[config.mk]
export PLATFORM = sky130hd
export DESIGN_NAME = pc_stack_unit
export DESIGN_NICKNAME = d
export VERILOG_FILES = /design/src/rtl/pc_stack_unit.sv
export SDC_FILE = /design/constraint.sdc
export NUM_CORES = 1
export LEC_CHECK = 0
export CORE_AREA = 4 4 91 115
export CTS_BUF_LIST = sky130_fd_sc_hd__clkbuf_8 sky130_fd_sc_hd__clkbuf_16
export CTS_CLUSTER_SIZE = 24
export DETAILED_ROUTE_END_ITERATION = 10
export DIE_AREA = 0 0 95 119
export GPL_TIMING_DRIVEN = 0
export MAX_ROUTING_LAYER = met4
export PLACE_DENSITY = 0.74
export SKIP_LAST_GASP = 1
export SLEW_MARGIN = 15
export SYNTH_ARGS = -nofsm -noshare
export SYNTH_HDL_FRONTEND = slang
export SYNTH_SLANG_ARGS = --single-unit
[constraint.sdc]
create_clock -name CLK -period 3.3 [get_ports CLK]
set_clock_uncertainty 0.1 [all_clocks]
set_input_delay 0.495 -clock CLK [delete_from_list [all_inputs] [get_ports CLK]]
set_output_delay 0.495 -clock CLK [all_outputs]
set_load 0.1 [all_outputs]
[src/rtl/pc_stack_unit.sv]
// pc_stack_unit
//   Program counter with an integrated hardware return stack.
//   Commands are prioritised RET > CALL > PC_LD > PC_INC; only the highest
//   asserted command executes on each rising edge of CLK.
//
//   Optional feature macro: PC_STACK_OVF_TRAP_EN
//     When defined, a faulting CALL (stack full) or RET (stack empty) forces
//     PC_COUNT to all-ones. Otherwise a faulting CALL still loads D_IN and a
//     faulting RET leaves the PC unchanged. STK_ERR is set in both builds.
//
// Parameters
//   AW     program-address width in bits
//   DEPTH  return-stack entries (power of two, 2..32)
//
// Ports
//   CLK        system clock, rising edge active
//   RST_N      asynchronous active-low reset
//   D_IN       next-address value from the upstream PC source mux
//   PC_LD      load D_IN into the PC
//   PC_INC     increment the PC (wraps modulo 2^AW)
//   CALL       push PC_COUNT+1, then load D_IN
//   RET        pop top of stack into the PC
//   PC_COUNT   registered current program address
//   TOS        registered top-of-stack value, 0 when empty
//   STK_FULL   stack holds DEPTH entries
//   STK_EMPTY  stack holds no entries
//   STK_ERR    sticky overflow/underflow flag, cleared only by reset

module pc_stack_unit #(
  parameter int AW    = 10,
  parameter int DEPTH = 8
) (
  input  logic          CLK,
  input  logic          RST_N,
  input  logic [AW-1:0] D_IN,
  input  logic          PC_LD,
  input  logic          PC_INC,
  input  logic          CALL,
  input  logic          RET,
  output logic [AW-1:0] PC_COUNT,
  output logic [AW-1:0] TOS,
  output logic          STK_FULL,
  output logic          STK_EMPTY,
  output logic          STK_ERR
);

  localparam int IW  = $clog2(DEPTH);
  localparam int SPW = IW + 1;
  localparam logic [SPW-1:0] SP_MAX = SPW'(DEPTH);

  typedef enum logic [2:0] {
    CMD_NONE,
    CMD_INC,
    CMD_LD,
    CMD_CALL,
    CMD_RET
  } cmd_e;

  cmd_e            cmd;

  logic [AW-1:0]   pc_q;
  logic [AW-1:0]   tos_q;
  logic [SPW-1:0]  sp_q;
  logic            err_q;
  logic [AW-1:0]   mem [DEPTH];

  logic [AW-1:0]   pc_d;
  logic [AW-1:0]   tos_d;
  logic [SPW-1:0]  sp_d;
  logic            err_d;
  logic            push_en;

  logic            full;
  logic            empty;
  logic [AW-1:0]   pc_plus1;
  logic [IW-1:0]   wr_idx;
  logic [IW-1:0]   below_idx;

  assign full      = (sp_q == SP_MAX);
  assign empty     = (sp_q == '0);
  assign pc_plus1  = pc_q + AW'(1);
  // Next free slot; only used when not full, so the low bits suffice.
  assign wr_idx    = IW'(sp_q);
  // Entry beneath the current top; becomes the new top after a pop.
  assign below_idx = IW'(sp_q - SPW'(2));

  always_comb begin
    cmd = CMD_NONE;
    if (RET)         cmd = CMD_RET;
    else if (CALL)   cmd = CMD_CALL;
    else if (PC_LD)  cmd = CMD_LD;
    else if (PC_INC) cmd = CMD_INC;
  end

  always_comb begin
    pc_d    = pc_q;
    tos_d   = tos_q;
    sp_d    = sp_q;
    err_d   = err_q;
    push_en = 1'b0;
    unique case (cmd)
      CMD_INC: pc_d = pc_plus1;
      CMD_LD:  pc_d = D_IN;
      CMD_CALL: begin
        if (full) begin
          err_d = 1'b1;
`ifdef PC_STACK_OVF_TRAP_EN
          pc_d  = '1;
`else
          pc_d  = D_IN;
`endif
        end else begin
          push_en = 1'b1;
          sp_d    = sp_q + SPW'(1);
          tos_d   = pc_plus1;
          pc_d    = D_IN;
        end
      end
      CMD_RET: begin
        if (empty) begin
          err_d = 1'b1;
`ifdef PC_STACK_OVF_TRAP_EN
          pc_d  = '1;
`endif
        end else begin
          pc_d  = tos_q;
          sp_d  = sp_q - SPW'(1);
          // TOS is kept as its own register so it reads 0 when empty
          // without exposing stale storage.
          tos_d = (sp_q == SPW'(1)) ? '0 : mem[below_idx];
        end
      end
      default: ;
    endcase
  end

  always_ff @(posedge CLK or negedge RST_N) begin
    if (!RST_N) begin
      pc_q  <= '0;
      tos_q <= '0;
      sp_q  <= '0;
      err_q <= 1'b0;
    end else begin
      pc_q  <= pc_d;
      tos_q <= tos_d;
      sp_q  <= sp_d;
      err_q <= err_d;
    end
  end

  // Storage is not reset; the write is gated by RST_N so a CALL held
  // during reset leaves no trace.
  always_ff @(posedge CLK) begin
    if (RST_N && push_en) begin
      mem[wr_idx] <= pc_plus1;
    end
  end

  assign PC_COUNT  = pc_q;
  assign TOS       = tos_q;
  assign STK_FULL  = full;
  assign STK_EMPTY = empty;
  assign STK_ERR   = err_q;

endmodule

; ---- Word level (Yosys, flattened, before mapping)
; Memory sizes are Yosys's and may differ from the RTL's.
; Index checks and enable logic that the tools add are counted.
[op_classes]
addsub = 4
eq_ne = 10
muxes = 20
reduce_logical = 8
[op_table]
columns = operator, n
row1 = 10-bit two-way mux, 4
row2 = 10-bit one-hot mux with 3 select lines, 1
row3 = 10-bit one-hot mux with 2 select lines, 1
row4 = 10-bit by 1-bit adder with 10-bit output (second input constant), 1
row5 = 4-bit two-way mux, 2
row6 = 2-bit inequality test (second input constant), 4
row7 = 4-bit one-hot mux with 2 select lines, 1
row8 = 1-bit two-way mux, 7
row9 = 3-bit by 2-bit equality test with 1-bit output (second input constant), 2
row10 = 3-bit AND reduction, 2
row11 = 4-bit by 1-bit adder with 4-bit output (second input constant), 1
row12 = 4-bit by 1-bit equality test with 1-bit output (second input constant), 1
row13 = 4-bit equality test (second input constant), 1
row14 = 4-bit zero test, 1
row15 = 2-bit two-way mux, 2
row16 = 4-bit by 1-bit subtractor with 4-bit output (second input constant), 1
row17 = 3-bit by 1-bit equality test with 1-bit output (second input constant), 1
row18 = 3-bit equality test (second input constant), 1
row19 = 3-bit two-way mux, 1
row20 = 3-bit nonzero test, 1
row21 = 3-bit by 2-bit subtractor with 3-bit output (second input constant), 1
row22 = 1-bit one-hot mux with 2 select lines, 1
row23 = 2-bit AND reduction, 1
row24 = 2-bit nonzero test, 1
row25 = other kinds (2), 2
[word_totals]
ff_bits = 25
mem_bits_rw = 80
inputBits = 16
output_inout_bits = 23
wordCells = 47
memories = 1
[memory_table]
columns = name, depth, width, rd, rd_clocked_by_memory_dff, wr, line
row1 = mem, 8, 10, 1, 0, 1, 65  ; logic [AW-1:0] mem [DEPTH];

; ---- Logic depth before layout (Yosys ltp)
[logic_depth]
word_depth = 9
depth_mapped = 10
depth_no_buf = 7

; ---- Worst setup path after synthesis
; Ideal clock, no wire load.
[synth_path]
path_type = register to register
start = reg sp_q[1]
end = mem mem[4][0], enable pin
setup_time_ns = 0.392
arrival_time_ns = 3.227
required_ns = 2.808
path_slack_ns = -0.420
stages_incl_launch_ff = 10
path_buffers = 2
period_less_slack_ns = 3.720
cell_sequence = dfrtp_1 > buf_2 > buf_2 > inv_1 > ha_1 > nand3b_1 > inv_1 > nor2_2 > nand2_1 > nor3b_1
[synth_between]
elab_chain_cells = 6
[synth_lines]
columns = item, line
row1 = "start, declared", 63  ; logic [SPW-1:0] sp_q;
row2 = "start signal, assigned", 146  ; sp_q <= sp_d;
row3 = 4-bit equality test, 79  ; assign full = (sp_q == SP_MAX);
row4 = net STK_FULL, 42  ; output logic STK_FULL,
row5 = 1-bit two-way mux, 105  ; if (full) begin
row6 = 1-bit two-way mux, 101  ; unique case (cmd)
row7 = 1-bit logical AND, 154  ; if (RST_N && push_en) begin
row8 = 1-bit two-way mux, 154
row9 = 1-bit two-way mux (not written as such), 155  ; mem[wr_idx] <= pc_plus1;
row10 = "end, declared", 65
; The timed path passes the listed nets, and every way through them passes these cells.

; ---- Worst setup path in the final report
[layout_path]
start = reg sp_q[1]
end = out STK_EMPTY
[layout_between]
elab_chain_cells = 1
[layout_lines]
columns = item, line
row1 = 4-bit zero test, 80  ; assign empty = (sp_q == '0);
row2 = "end, declared", 43  ; output logic STK_EMPTY,
; Every way passes these cells.

==> qor.csv <==
stage,metric,value,unit
critical_path,cp_slowest_cell,dfrtp_2,
cts,cts_tree,built,
floorplan,floorplan.core_area,9410,um2
place,io_buffers,38,
detailed_routing,via_count,3022,
yosys,cell_with_the_most_instances_after_synthesis,edfxtp_1,
hold_path,hp-class,in -> async,
critical_path,crit_path_end_kind,output pin,
detailed_routing,detail_route.vias_per_cell,5.94,
floorplan,io_pins,39,
timing,setup_ws,0.118,ns
global_routing,grt_max_degree,28,
yosys,synth_seq_cells,105,
critical_path,critPathMostFrequentCell,inv_1,
timing,rsz0062_at_grt,no,
critical_path,cp_required,2.70,ns
yosys,synth_area_leader_cell,edfxtp_1,
floorplan,initial_core_util,0.509,
floorplan,die_h,119,um
detailed_routing,drtIter0Drc,225,
place,dpl.hpwl,7450,um
timing,final-hold-violation-count,0,
yosys,synthArstFlopShare,0.238,
detailed_routing,drt-pass1-iter-count,4,
final_layout,final_layout_size_suffix_gt1_frac,0.183,
final_layout,synthesis_to_layout_area_growth,20.3,%
yosys,synthesis.area_per_instance,14.8,um2
critical_path,worst_path_dominant_cell_family,buffers and inverters,
yosys,syn-num-nets,348,
detailed_routing,drt_drc_violations_left,0,
timing,finalSetupTns,0,ns
yosys,synthTopCellsByCount,"edfxtp_1 (80), dfrtp_1 (25), nand2_1 (19)",
power_and_ir_drop,leakage,2.08,nW
yosys,synthesis.instances,324,
critical_path,critical_path_buf_inv_count,4,
critical_path,critical_path_stages,6,
timing,slew_viol_final,0,
cts,clock_sink_count,105,
place,post-place-ws,-0.612,ns
cts,ctsRootBufferMaster,clkbuf_16,
global_routing,grt_antenna_before_repair,0,
global_routing,grt_overflow_total,0,
yosys,yosys.cell_types.count,55,
job,timing.max_cap.violations,0,
power_and_ir_drop,power.ir.vdd_worst,0.324,mV
yosys,syn-cell-area,4790,um2
cts,cts_hold_repair.buffers,0,
global_routing,grt_use_total,0.211,
timing,final_worst_path_cycle_share,0.964,
final_layout,final_net_count,402,
critical_path,crit-reg2reg-capture,mem[6][1],
floorplan,rows,40,
critical_path,regToRegSetupSlack,0.21,ns
global_routing,grt_pass1_vias,3112,
timing,period_minus_slack,3.18,ns
floorplan,fp.dieArea,11300,um2
yosys,synth-edff-count,80,
cts,insertion_delay,0.34,ns
yosys,seq_area_frac_synth,0.632,
yosys,ys.flop_type,edfxtp_1,
cts,clk_path_buf_depth,2,
detailed_routing,wl_per_cell,21.1,um
status,status,"complete, no violations",
yosys,synthesis.yosys.warnings,0,
critical_path,timing.rr.start,sp_q[1],
timing,fin_hold_ws,0.0741,ns
cts,cts_buffers,9,
detailed_routing,drt-total-wl,10700,um
cts,cts_clock_pin_slew_for_the_worst_setup_and_hold_paths,0.07,ns
place,gp_routability_congestion,0.808,
timing,fmax,314,MHz
critical_path,peak_fanout_along_the_critical_path,19,
timing,worst-slew-pin-transition,0.981,ns
critical_path,reg2reg_depth,9,
critical_path,path_cells,buf_4 -> inv_1 -> ha_1 -> or3b_4 -> inv_1 -> buf_6,
critical_path,slowest_delay,0.48,ns
timing,setup-violations-final,0,
critical_path,worst_ep_arrival_time,2.59,ns
global_routing,grt_pass1_wl,17000,um
timing,slew_headroom,0.344,
detailed_routing,post_route_ant_nets,0,
final_layout,insertedDiodeCount,0,
critical_path,startpoint_type,register,
cts,h-tree-depth,3,
critical_path,class_of_the_most_critical_setup_path,reg -> out,
yosys,post_synth_main_area_contributors,"edfxtp_1 (50%), dfrtp_1 (13%), mux4_2 (7.1%), mux2i_1 (2.7%), ha_1 (2.1%)",
power_and_ir_drop,power.density,1010,nW/um2
floorplan,horiz_die_dim,95,um
yosys,synth_top_area_share,0.501,
==> layout by cell type (no fill, tap or decap), types with 4 or more instances in the layout <==
cell type	count
edfxtp_1	80
clkdlybuf4s50_1	35
dfrtp_1	24
nand2_1	18
nor2_1	15
a21oi_1	15
mux4_2	15
mux2i_1	13
o21ai_0	11
nand3_1	10
clkbuf_16	9
ha_1	8
xor2_1	6
nor3_1	6
buf_4	6
and3_1	5
inv_1	5
buf_12	5
a211oi_1	5
a221o_1	5
clkbuf_1	4
nor3b_4	4
or3_1	4
==> worst reg2reg max path, stage by stage (launching register included) <==
cell	delay (ns)
dfrtp_2	0.46
buf_4	0.33
inv_1	0.25
ha_1	0.31
nand3b_1	0.22
clkinvlp_4	0.21
nor2_4	0.23
nand2_2	0.20
nor3b_4	0.30
buf_12	0.18
==> area by class of cell <==
type                    instances  area (um2)
plain buffers                  13        93.8
clock buffers                   9         225
clock inverters                 7        53.8
fillers                       725        3650
inverters                       7        30.0
multi-input cells             198        1700
flip-flops and latches        105        3030
well taps                     126         158
repair buffers                 44         469
==> where the power goes <==
group          leakage [nW]  switching, mW  total, mW  internal, mW
clock                 0.134          0.478      0.996         0.518
combinational         0.925           1.92       2.85         0.921
sequential             1.02          0.201       2.00          1.80
==> per-stage QoR <==
step | instances | area, um2 | util | power, mW
CTS | 508 | 5750 | 0.611 | 5.85
detailed placement | 488 | 5390 | 0.572 | 4.85
global route | 509 | 5760 | 0.613 | 6.13
finish | 509 | 5760 | 0.613 | 5.84
global placement | 488 | 5390 | 0.573 | 4.80
floorplan | 324 | 4850 | - | 4.13
==> sequential cells by signal, indices dropped and copies added (netlist names) <==
signal / cells
PC_COUNT: 10
sp_q: 4
TOS: 10
mem: 80
STK_ERR: 1
==> worst max-delay path by stage <==
stage	startpoint	to	slack, ns
2_1_floorplan	sp_q[1]	mem[0][0]	0.02
3_3_place_gp	sp_q[1]	STK_EMPTY	-0.59
4_1_cts	sp_q[1]	STK_EMPTY	-0.05
3_5_place_dp	sp_q[1]	STK_EMPTY	-0.61
6_report	sp_q[1]	STK_EMPTY	0.12
5_1_grt	sp_q[0]	mem[1][0]	0.01
==> what timing repair did <==
action | in CTS | in global routing
pin swaps | 4 | 0
endpoints found under the hold margin | 0 | 0
setup buffers | 4 | 2
resized for setup | 18 | 3
endpoints found under the setup margin | 82 | 82
==> kinds of logic (layout without fill, tap and decap cells) <==
logic type      Yosys count  count (layout)  share of synthesized area
fa+ha+maj                 8               8                     0.0209
compound gates           61              61                     0.0891
buf+inv                  21              80                     0.0251
simple gates             86              86                     0.0945
mux                      34              34                      0.122
flops                   105             105                      0.632
xor+xnor                  9               9                     0.0165
==> metal layers <==
layer | wire, um | part of all wire | vias to the layer above | global-route usage
li1 | - | - | 1378 | -
met1 | 4220 | 0.39 | 1501 | 0.253
met2 | 5490 | 0.51 | 118 | 0.345
met3 | 698 | 0.065 | 25 | 0.0411
met4 | 329 | 0.031 | 0 | 0.0903
met5 | 0 | 0 | - | -
No activity file was read; power rests on OpenSTA's default activity.
